--- config.mk ---
export PLATFORM = sky130hd
export DESIGN_NAME = id_stage_fwd
export DESIGN_NICKNAME = d
export VERILOG_FILES = /design/src/rtl/id_stage_fwd.sv
export SDC_FILE = /design/constraint.sdc
export NUM_CORES = 2
export LEC_CHECK = 0
export CORE_MARGIN = 2
export CORE_UTILIZATION = 30
export DETAILED_ROUTE_END_ITERATION = 6
export DONT_BUFFER_PORTS = 1
export GPL_TIMING_DRIVEN = 1
export MAX_ROUTING_LAYER = met4
export SLEW_MARGIN = 10
export SYNTH_ARGS = -nofsm -noshare
export SYNTH_HDL_FRONTEND = slang
export SYNTH_SLANG_ARGS = --single-unit
--- constraint.sdc ---
create_clock -name clk -period 5.75 [get_ports clk]
set_input_delay 0.2875 -clock clk [delete_from_list [all_inputs] [get_ports clk]]
set_output_delay 0.2875 -clock clk [all_outputs]
set_load 0.01 [all_outputs]
--- src/rtl/id_stage_fwd.sv ---
// MIPS decode stage: IF/ID register, instruction hold, write-first register file,
// EX/MEM/WB operand forwarding, load-use stall request and in-ID branch resolution.
module id_stage_fwd #(
    parameter int DATA_W         = 32,
    parameter int PC_W           = 32,
    parameter int STALL_W        = 6,
    parameter bit LOAD_STALL_MEM = 1'b0,
    parameter int CNT_W          = 16
) (
    input  logic               clk,
    input  logic               rst,
    input  logic [STALL_W-1:0] stall,
    input  logic               flush,
    input  logic               if_valid,
    input  logic [PC_W-1:0]    if_pc,
    input  logic [31:0]        inst_sram_rdata,
    input  logic               wb_we,
    input  logic [4:0]         wb_waddr,
    input  logic [DATA_W-1:0]  wb_wdata,
    input  logic               ex_we,
    input  logic [4:0]         ex_waddr,
    input  logic [DATA_W-1:0]  ex_wdata,
    input  logic               ex_is_load,
    input  logic               mem_we,
    input  logic [4:0]         mem_waddr,
    input  logic [DATA_W-1:0]  mem_wdata,
    input  logic               mem_is_load,
    output logic               stallreq,
    output logic               id_valid,
    output logic [PC_W-1:0]    id_pc,
    output logic [31:0]        id_inst,
    output logic [11:0]        alu_op,
    output logic [2:0]         sel_alu_src1,
    output logic [3:0]         sel_alu_src2,
    output logic               mem_en,
    output logic [3:0]         mem_wen,
    output logic               rf_we,
    output logic [4:0]         rf_waddr,
    output logic               sel_rf_res,
    output logic [DATA_W-1:0]  data1,
    output logic [DATA_W-1:0]  data2,
    output logic               br_e,
    output logic [PC_W-1:0]    br_addr,
    output logic [CNT_W-1:0]   stall_cnt
);
    localparam logic [5:0] OP_SPECIAL = 6'h00, OP_J   = 6'h02, OP_JAL = 6'h03, OP_BEQ = 6'h04,
                           OP_BNE     = 6'h05, OP_ADDIU = 6'h09, OP_ORI = 6'h0d, OP_LUI = 6'h0f,
                           OP_LW      = 6'h23, OP_SW  = 6'h2b;
    localparam logic [5:0] F_SLL = 6'h00, F_SRL = 6'h02, F_SRA = 6'h03, F_JR  = 6'h08,
                           F_ADDU = 6'h21, F_SUBU = 6'h23, F_AND = 6'h24, F_OR = 6'h25,
                           F_XOR = 6'h26, F_NOR = 6'h27, F_SLT = 6'h2a, F_SLTU = 6'h2b;
    localparam logic [11:0] ALU_ADD = 12'h800, ALU_SUB = 12'h400, ALU_SLT = 12'h200,
                            ALU_SLTU = 12'h100, ALU_AND = 12'h080, ALU_NOR = 12'h040,
                            ALU_OR = 12'h020, ALU_XOR = 12'h010, ALU_SLL = 12'h008,
                            ALU_SRL = 12'h004, ALU_SRA = 12'h002, ALU_LUI = 12'h001;
    localparam logic [2:0] SRC1_SA = 3'b100, SRC1_PC = 3'b010, SRC1_RS = 3'b001;
    localparam logic [3:0] SRC2_ZEXT = 4'b1000, SRC2_8 = 4'b0100, SRC2_SEXT = 4'b0010, SRC2_RT = 4'b0001;

    logic              if_id_v;
    logic [PC_W-1:0]   if_id_pc;
    logic              hold_v;
    logic [31:0]       inst_hold;
    logic [DATA_W-1:0] regs [32];

    // NOTE: every clocked block uses <= so all registers sample pre-edge values together.
    always_ff @(posedge clk or posedge rst) begin
        if (rst) begin
            if_id_v  <= 1'b0;
            if_id_pc <= '0;
        end else if (flush || (stall[1] && !stall[2])) begin
            if_id_v  <= 1'b0;
            if_id_pc <= '0;
        end else if (!stall[1]) begin
            if_id_v  <= if_valid;
            if_id_pc <= if_pc;
        end
    end

    always_ff @(posedge clk or posedge rst) begin
        if (rst)                     hold_v <= 1'b0;
        else if (flush || !stall[2]) hold_v <= 1'b0;
        else                         hold_v <= 1'b1;
    end

    // NOTE: inst_hold and the register file carry no reset; their contents are only
    // observed behind hold_v or after a write, so a reset network would buy nothing.
    always_ff @(posedge clk) begin
        if (stall[2] && !hold_v) inst_hold <= inst_sram_rdata;
    end

    always_ff @(posedge clk) begin
        if (wb_we && wb_waddr != 5'd0) regs[wb_waddr] <= wb_wdata;
    end

    logic [31:0] inst;
    assign inst    = hold_v ? inst_hold : inst_sram_rdata;
    assign id_inst = if_id_v ? inst : 32'd0;

    logic [5:0]  opcode, funct;
    logic [4:0]  rs, rt, rd;
    logic [15:0] imm;
    assign opcode = id_inst[31:26];
    assign rs     = id_inst[25:21];
    assign rt     = id_inst[20:16];
    assign rd     = id_inst[15:11];
    assign imm    = id_inst[15:0];
    assign funct  = id_inst[5:0];

    logic [11:0] d_alu;
    logic [2:0]  d_src1;
    logic [3:0]  d_src2, d_mem_wen;
    logic [4:0]  d_waddr;
    logic        d_mem_en, d_rf_we, d_rf_res;
    logic        is_beq, is_bne, is_j, is_jal, is_jr, uses_rs, uses_rt;

    // NOTE: every output of this block is defaulted first so no path can infer a latch.
    always_comb begin
        d_alu = '0; d_src1 = '0; d_src2 = '0; d_mem_en = 1'b0; d_mem_wen = '0;
        d_rf_we = 1'b0; d_waddr = '0; d_rf_res = 1'b0;
        is_beq = 1'b0; is_bne = 1'b0; is_j = 1'b0; is_jal = 1'b0; is_jr = 1'b0;
        uses_rs = 1'b1; uses_rt = 1'b0;
        if (if_id_v) begin
            case (opcode)
                OP_SPECIAL: begin
                    uses_rt = 1'b1;
                    case (funct)
                        F_ADDU: d_alu = ALU_ADD;   F_SUBU: d_alu = ALU_SUB;
                        F_SLT:  d_alu = ALU_SLT;   F_SLTU: d_alu = ALU_SLTU;
                        F_AND:  d_alu = ALU_AND;   F_NOR:  d_alu = ALU_NOR;
                        F_OR:   d_alu = ALU_OR;    F_XOR:  d_alu = ALU_XOR;
                        F_SLL:  d_alu = ALU_SLL;   F_SRL:  d_alu = ALU_SRL;
                        F_SRA:  d_alu = ALU_SRA;   F_JR:   is_jr = 1'b1;
                        default: ;
                    endcase
                    if (d_alu != '0) begin
                        d_rf_we = 1'b1;
                        d_waddr = rd;
                        d_src1  = ((d_alu & (ALU_SLL | ALU_SRL | ALU_SRA)) != '0) ? SRC1_SA : SRC1_RS;
                        d_src2  = SRC2_RT;
                    end
                end
                OP_ORI:   begin d_alu = ALU_OR;  d_src1 = SRC1_RS; d_src2 = SRC2_ZEXT; d_rf_we = 1'b1; d_waddr = rt; end
                OP_LUI:   begin d_alu = ALU_LUI; d_src2 = SRC2_ZEXT; d_rf_we = 1'b1; d_waddr = rt; uses_rs = 1'b0; end
                OP_ADDIU: begin d_alu = ALU_ADD; d_src1 = SRC1_RS; d_src2 = SRC2_SEXT; d_rf_we = 1'b1; d_waddr = rt; end
                OP_LW: begin
                    d_alu = ALU_ADD; d_src1 = SRC1_RS; d_src2 = SRC2_SEXT;
                    d_rf_we = 1'b1; d_waddr = rt; d_mem_en = 1'b1; d_rf_res = 1'b1;
                end
                OP_SW: begin
                    d_alu = ALU_ADD; d_src1 = SRC1_RS; d_src2 = SRC2_SEXT;
                    d_mem_en = 1'b1; d_mem_wen = 4'b1111; uses_rt = 1'b1;
                end
                OP_BEQ: begin is_beq = 1'b1; uses_rt = 1'b1; end
                OP_BNE: begin is_bne = 1'b1; uses_rt = 1'b1; end
                OP_J:   begin is_j = 1'b1; uses_rs = 1'b0; end
                OP_JAL: begin
                    is_jal = 1'b1; uses_rs = 1'b0;
                    d_alu = ALU_ADD; d_src1 = SRC1_PC; d_src2 = SRC2_8; d_rf_we = 1'b1; d_waddr = 5'd31;
                end
                default: ;
            endcase
        end
    end

    function automatic logic hit(input logic we, input logic [4:0] waddr, input logic [4:0] src);
        return we && (waddr == src) && (src != 5'd0);
    endfunction

    logic ex_rs, ex_rt, mem_rs, mem_rt, wb_rs, wb_rt;
    assign ex_rs  = hit(ex_we, ex_waddr, rs);
    assign ex_rt  = hit(ex_we, ex_waddr, rt);
    assign mem_rs = hit(mem_we, mem_waddr, rs);
    assign mem_rt = hit(mem_we, mem_waddr, rt);
    assign wb_rs  = hit(wb_we, wb_waddr, rs);
    assign wb_rt  = hit(wb_we, wb_waddr, rt);

    assign data1 = (rs == 5'd0) ? '0 : ex_rs ? ex_wdata : mem_rs ? mem_wdata : wb_rs ? wb_wdata : regs[rs];
    assign data2 = (rt == 5'd0) ? '0 : ex_rt ? ex_wdata : mem_rt ? mem_wdata : wb_rt ? wb_wdata : regs[rt];

    logic ex_dep, mem_dep;
    assign ex_dep   = ex_is_load && ((uses_rs && ex_rs) || (uses_rt && ex_rt));
    assign mem_dep  = LOAD_STALL_MEM && mem_is_load && ((uses_rs && mem_rs) || (uses_rt && mem_rt));
    assign stallreq = if_id_v && (ex_dep || mem_dep);

    assign id_valid     = if_id_v && !stallreq;
    assign id_pc        = if_id_pc;
    assign alu_op       = d_alu;
    assign sel_alu_src1 = d_src1;
    assign sel_alu_src2 = d_src2;
    assign mem_en       = d_mem_en && !stallreq;
    assign mem_wen      = stallreq ? 4'b0000 : d_mem_wen;
    assign rf_we        = d_rf_we && !stallreq;
    assign rf_waddr     = d_waddr;
    assign sel_rf_res   = d_rf_res;

    logic [PC_W-1:0] pc4, tgt;
    logic            take;
    assign pc4  = if_id_pc + PC_W'(4);
    assign take = (is_beq && data1 == data2) || (is_bne && data1 != data2) || is_j || is_jal || is_jr;
    assign tgt  = is_jr ? PC_W'(data1)
                : (is_j || is_jal) ? {pc4[PC_W-1:28], id_inst[25:0], 2'b00}
                : pc4 + {{(PC_W-18){imm[15]}}, imm, 2'b00};
    assign br_e    = take && id_valid;
    assign br_addr = br_e ? tgt : '0;

    always_ff @(posedge clk or posedge rst) begin
        if (rst)                                 stall_cnt <= '0;
        else if (stallreq && stall_cnt != '1)    stall_cnt <= stall_cnt + 1'b1;
    end

    // Stall bits other than the IF/ID and ID/EX holds belong to other stages.
    logic unused_stall_bits;
    assign unused_stall_bits = ^{stall[STALL_W-1:3], stall[0]};
endmodule

==> impl_results.md <==
* Post-route ant nets at 0
* Grt total ovfl at 0
* Buffers on Ports at 0
* Setup CP Type: reg -> out
* Final setup viols at 33
* Wire per inst at 38.3 um
* Global-route wire length before repair at 421,000 um
* Die Height at 449 um
* Total number of vias at 53,100
* Tcrit/Tclk final at 109%
* Final GP Congestion at 1.07
* Most frequent cells in the layout: edfxtp_1 (1,056), nand2_1 (547), buf_4 (517)
* Placed wire-length estimate at 195,000 um
* Worst-path clk slew at 0.06 ns
* Initial core utilization at 30.2%
* Post-Syn Instances at 4,902
* Slowest cell on the critical path: dfrtp_2
* Fmax at 160 MHz
* Layout area overhead at 25.3%
* Hold Crit Class: in -> reg
* Final wirelength at 315,000 um
* Core Box Area at 0.197 mm^2
* Type of destination of the critical path: output pin
* Dominant synthesized flop cell: edfxtp_1
* Remaining DRCs at 9
* Worst Max-Slew Pin Slew at 1.46 ns
* Syn Area/Cell at 12.1 um^2
* Post-route cell area at 0.0744 mm^2
* Warnings, synthesis at 0
* Root buffer cell: clkbuf_16
* Final Hold Vio Count at 0
* Placed Area at 0.0660 mm^2
* WP data arrival at 5.98 ns
* H-tree Lvls at 3
* Failing checks: design-rule violations, negative setup slack
* Yosys cell types at 97
* Crit-path cells: buf_12, buf_4, bufbuf_16, or3b_4, a21o_4, nor2_1, buf_6, buf_6, a311oi_1, o211ai_1, nand4b_1, and3_4, xnor2_1, o21a_2, nand4_1, nor4_4, buf_12, buf_16, mux2i_1, buf_4
* R2R depth at 16
* Final core utilization at 37.8%
* Vias per inst at 6.44
* GRT Util Overall at 30.8%
* Ratio of cells with drive above 1 in the final layout at 23.6%
* Number of buffers created by CTS at 116
* CP startpoint kind: flip-flop
* Final Power at 0.0198 W
* Std-Cell Rows at 163
* Min Tclk post-route at 6.26 ns
* Rel. slew slack at 2.20%
* EDFF count, synth at 1,056
* Full die area at 0.202 mm^2
* Status: complete, but fails checks
* Initial antenna violation count at 45
* Power density cells at 267 mW/mm^2
* Nets@finish at 5,650
* Initial DRC Count at 9,311
* Final WS setup at -0.514 ns
* CTS tree: done
* Max-Cap Viols at 0
* Chip width at 449 um
* Largest net degree at the start of global routing at 86
* Area of the mapped netlist at 0.0594 mm^2
* Vias in the first global route at 49,200
* CTS Sinks at 1,106
* CP max stage delay at 0.45 ns
* Top post-synthesis cells by area: edfxtp_1 (53%), mux4_2 (5.9%), mux2i_1 (5.2%), nand2_1 (3.5%), a211oi_1 (3.0%)
* Hold Path Depth at 3
* Commonest non-fill, non-tap cell in the layout: edfxtp_1
* Fill count at 19,000
* Top cell type's share of synthesized area at 53.4%
* First drt pass iteration count at 7
* Share of the yosys chip area belonging to registers at 55.5%
* Clock Skew at 0.0133 ns
* Clk Latency, worst-skew pair at 0.81 ns
* Slew Viols, Final at 0
* Ys async rst share at 4.52%
* IO Pins at 400
* Leakage Power at 25.5 nW
* CTS Buffer Depth at 3
* Synth Register Bits at 1,106
* Critical path fanouts, max at 16
* Required time worst endpoint at 5.46 ns
* VDD IR max at 0.252 mV
* RSZ-0062 raised after global routing: true
* Cell taking the most area after synthesis: edfxtp_1
-- synthesized netlist by cell type (all sizes together), types with 34 or more instances --
| master | n |
|---|---|
| edfxtp | 1056 |
| nand2 | 558 |
| mux2i | 310 |
| nor2 | 294 |
| and3 | 277 |
| a211oi | 238 |
| buf | 199 |
| o21ai | 199 |
| clkbuf | 192 |
| mux4 | 156 |
| nand3 | 148 |
| nor3 | 93 |
| a21oi | 85 |
| a31oi | 76 |
| a32oi | 75 |
| a2111oi | 66 |
| xnor2 | 64 |
| inv | 62 |
| mux2 | 60 |
| nand4 | 52 |
| dfrtp | 50 |
| nor4 | 41 |
| o22ai | 36 |
| a22o | 34 |
-- critical path: cells and delay by family (launching register included) --
kind | cells | cell delay, ns
and+or+nand+nor | 6 | 1.78
buffers and inverters | 8 | 1.67
AOI/OAI and AO/OA | 4 | 0.86
DFF | 1 | 0.45
muxes | 1 | 0.25
xor gates and xnor gates | 1 | 0.14
-- timing repair --
action,4_1_cts,5_1_grt
gates cloned,27,2
setup buffers,90,33
hold buffers,110,0
setup endpoints to repair,33,33
gates resized for setup,235,89
pin swaps,42,37
hold endpoints to repair,1172,0
-- per-stage QoR --
step | hold WS [ns] | setup TNS, ns | cells | setup WS [ns]
6_report | 0.0208 | -14.92 | 8244 | -0.514
5_1_grt | 0.0338 | -15.36 | 8233 | -0.527
4_1_cts | 0.00107 | -10.92 | 8139 | -0.400
3_5_place_dp | 0.0542 | -7.12 | 7696 | -0.249
3_3_place_gp | 0.0504 | -19.54 | 7695 | -0.627
2_1_floorplan | 0.361 | 0 | 4933 | 0.103
-- sequential cells by signal (all words and copies together) (netlist names) --
| name | cells |
|---|---|
| inst_hold | 32 |
| regs | 1024 |
| if_id_v | 1 |
| hold_v | 1 |
| stall_cnt | 16 |
| id_pc | 32 |
-- layout make-up --
type	instances	area (um^2)	area share, %
sequential	1106	33000	44.3
clock buffer	139	3050	4.10
timing repair inverter	1	8.76	0.0118
clock inverter	78	858	1.15
inverter	62	312	0.419
multi-input combinational	3374	25900	34.8
antenna	77	193	0.259
tap	2640	3300	4.44
timing repair buffer	767	7840	10.5
-- logic make-up after synthesis --
logic type / after synthesis / synth area share (%)
buffers and inverters: 453 / 3.68
adder cells (fa/ha/maj): 32 / 0.686
flip-flops: 1106 / 55.5
XOR/XNOR: 86 / 1.27
AND/OR/NAND/NOR: 1568 / 12.7
AO/OA/AOI/OAI: 1130 / 13.9
multiplexers: 526 / 12.3
other: 1 / 0.00631
-- metal layers --
metal / part of all wire, % / vias up / global-route usage, % / routed length, um
met1: 33 / 26300 / 35.0 / 105000
met2: 42 / 4818 / 44.1 / 132000
li1: - / 20600 / - / -
met5: 0 / - / - / 0
met3: 14 / 1398 / 9.96 / 45100
met4: 10 / 0 / 25.3 / 33000
-- report_power, final --
| part | internal (W) | switching, W | leakage, nW |
|---|---|---|---|
| combinational | 0.00102 | 0.00181 | 13.3 |
| sequential | 0.00897 | 0.0000948 | 10.2 |
| clock | 0.00454 | 0.00341 | 1.90 |
-- final timing paths --
| check | slack (ns) | to | startpoint |
|---|---|---|---|
| max reg2reg | 1.12 | stall_cnt[13] | hold_v |
| min | 0.02 | id_pc[2] | stall[1] |
| min in group asynchronous | 0.11 | stall_cnt[15] | rst |
| max | -0.51 | br_addr[11] | hold_v |
| max in group asynchronous | 5.11 | if_id_v | rst |
| min reg2reg | 0.58 | stall_cnt[10] | stall_cnt[10] |
No activity file was read; power rests on OpenSTA's default activity.
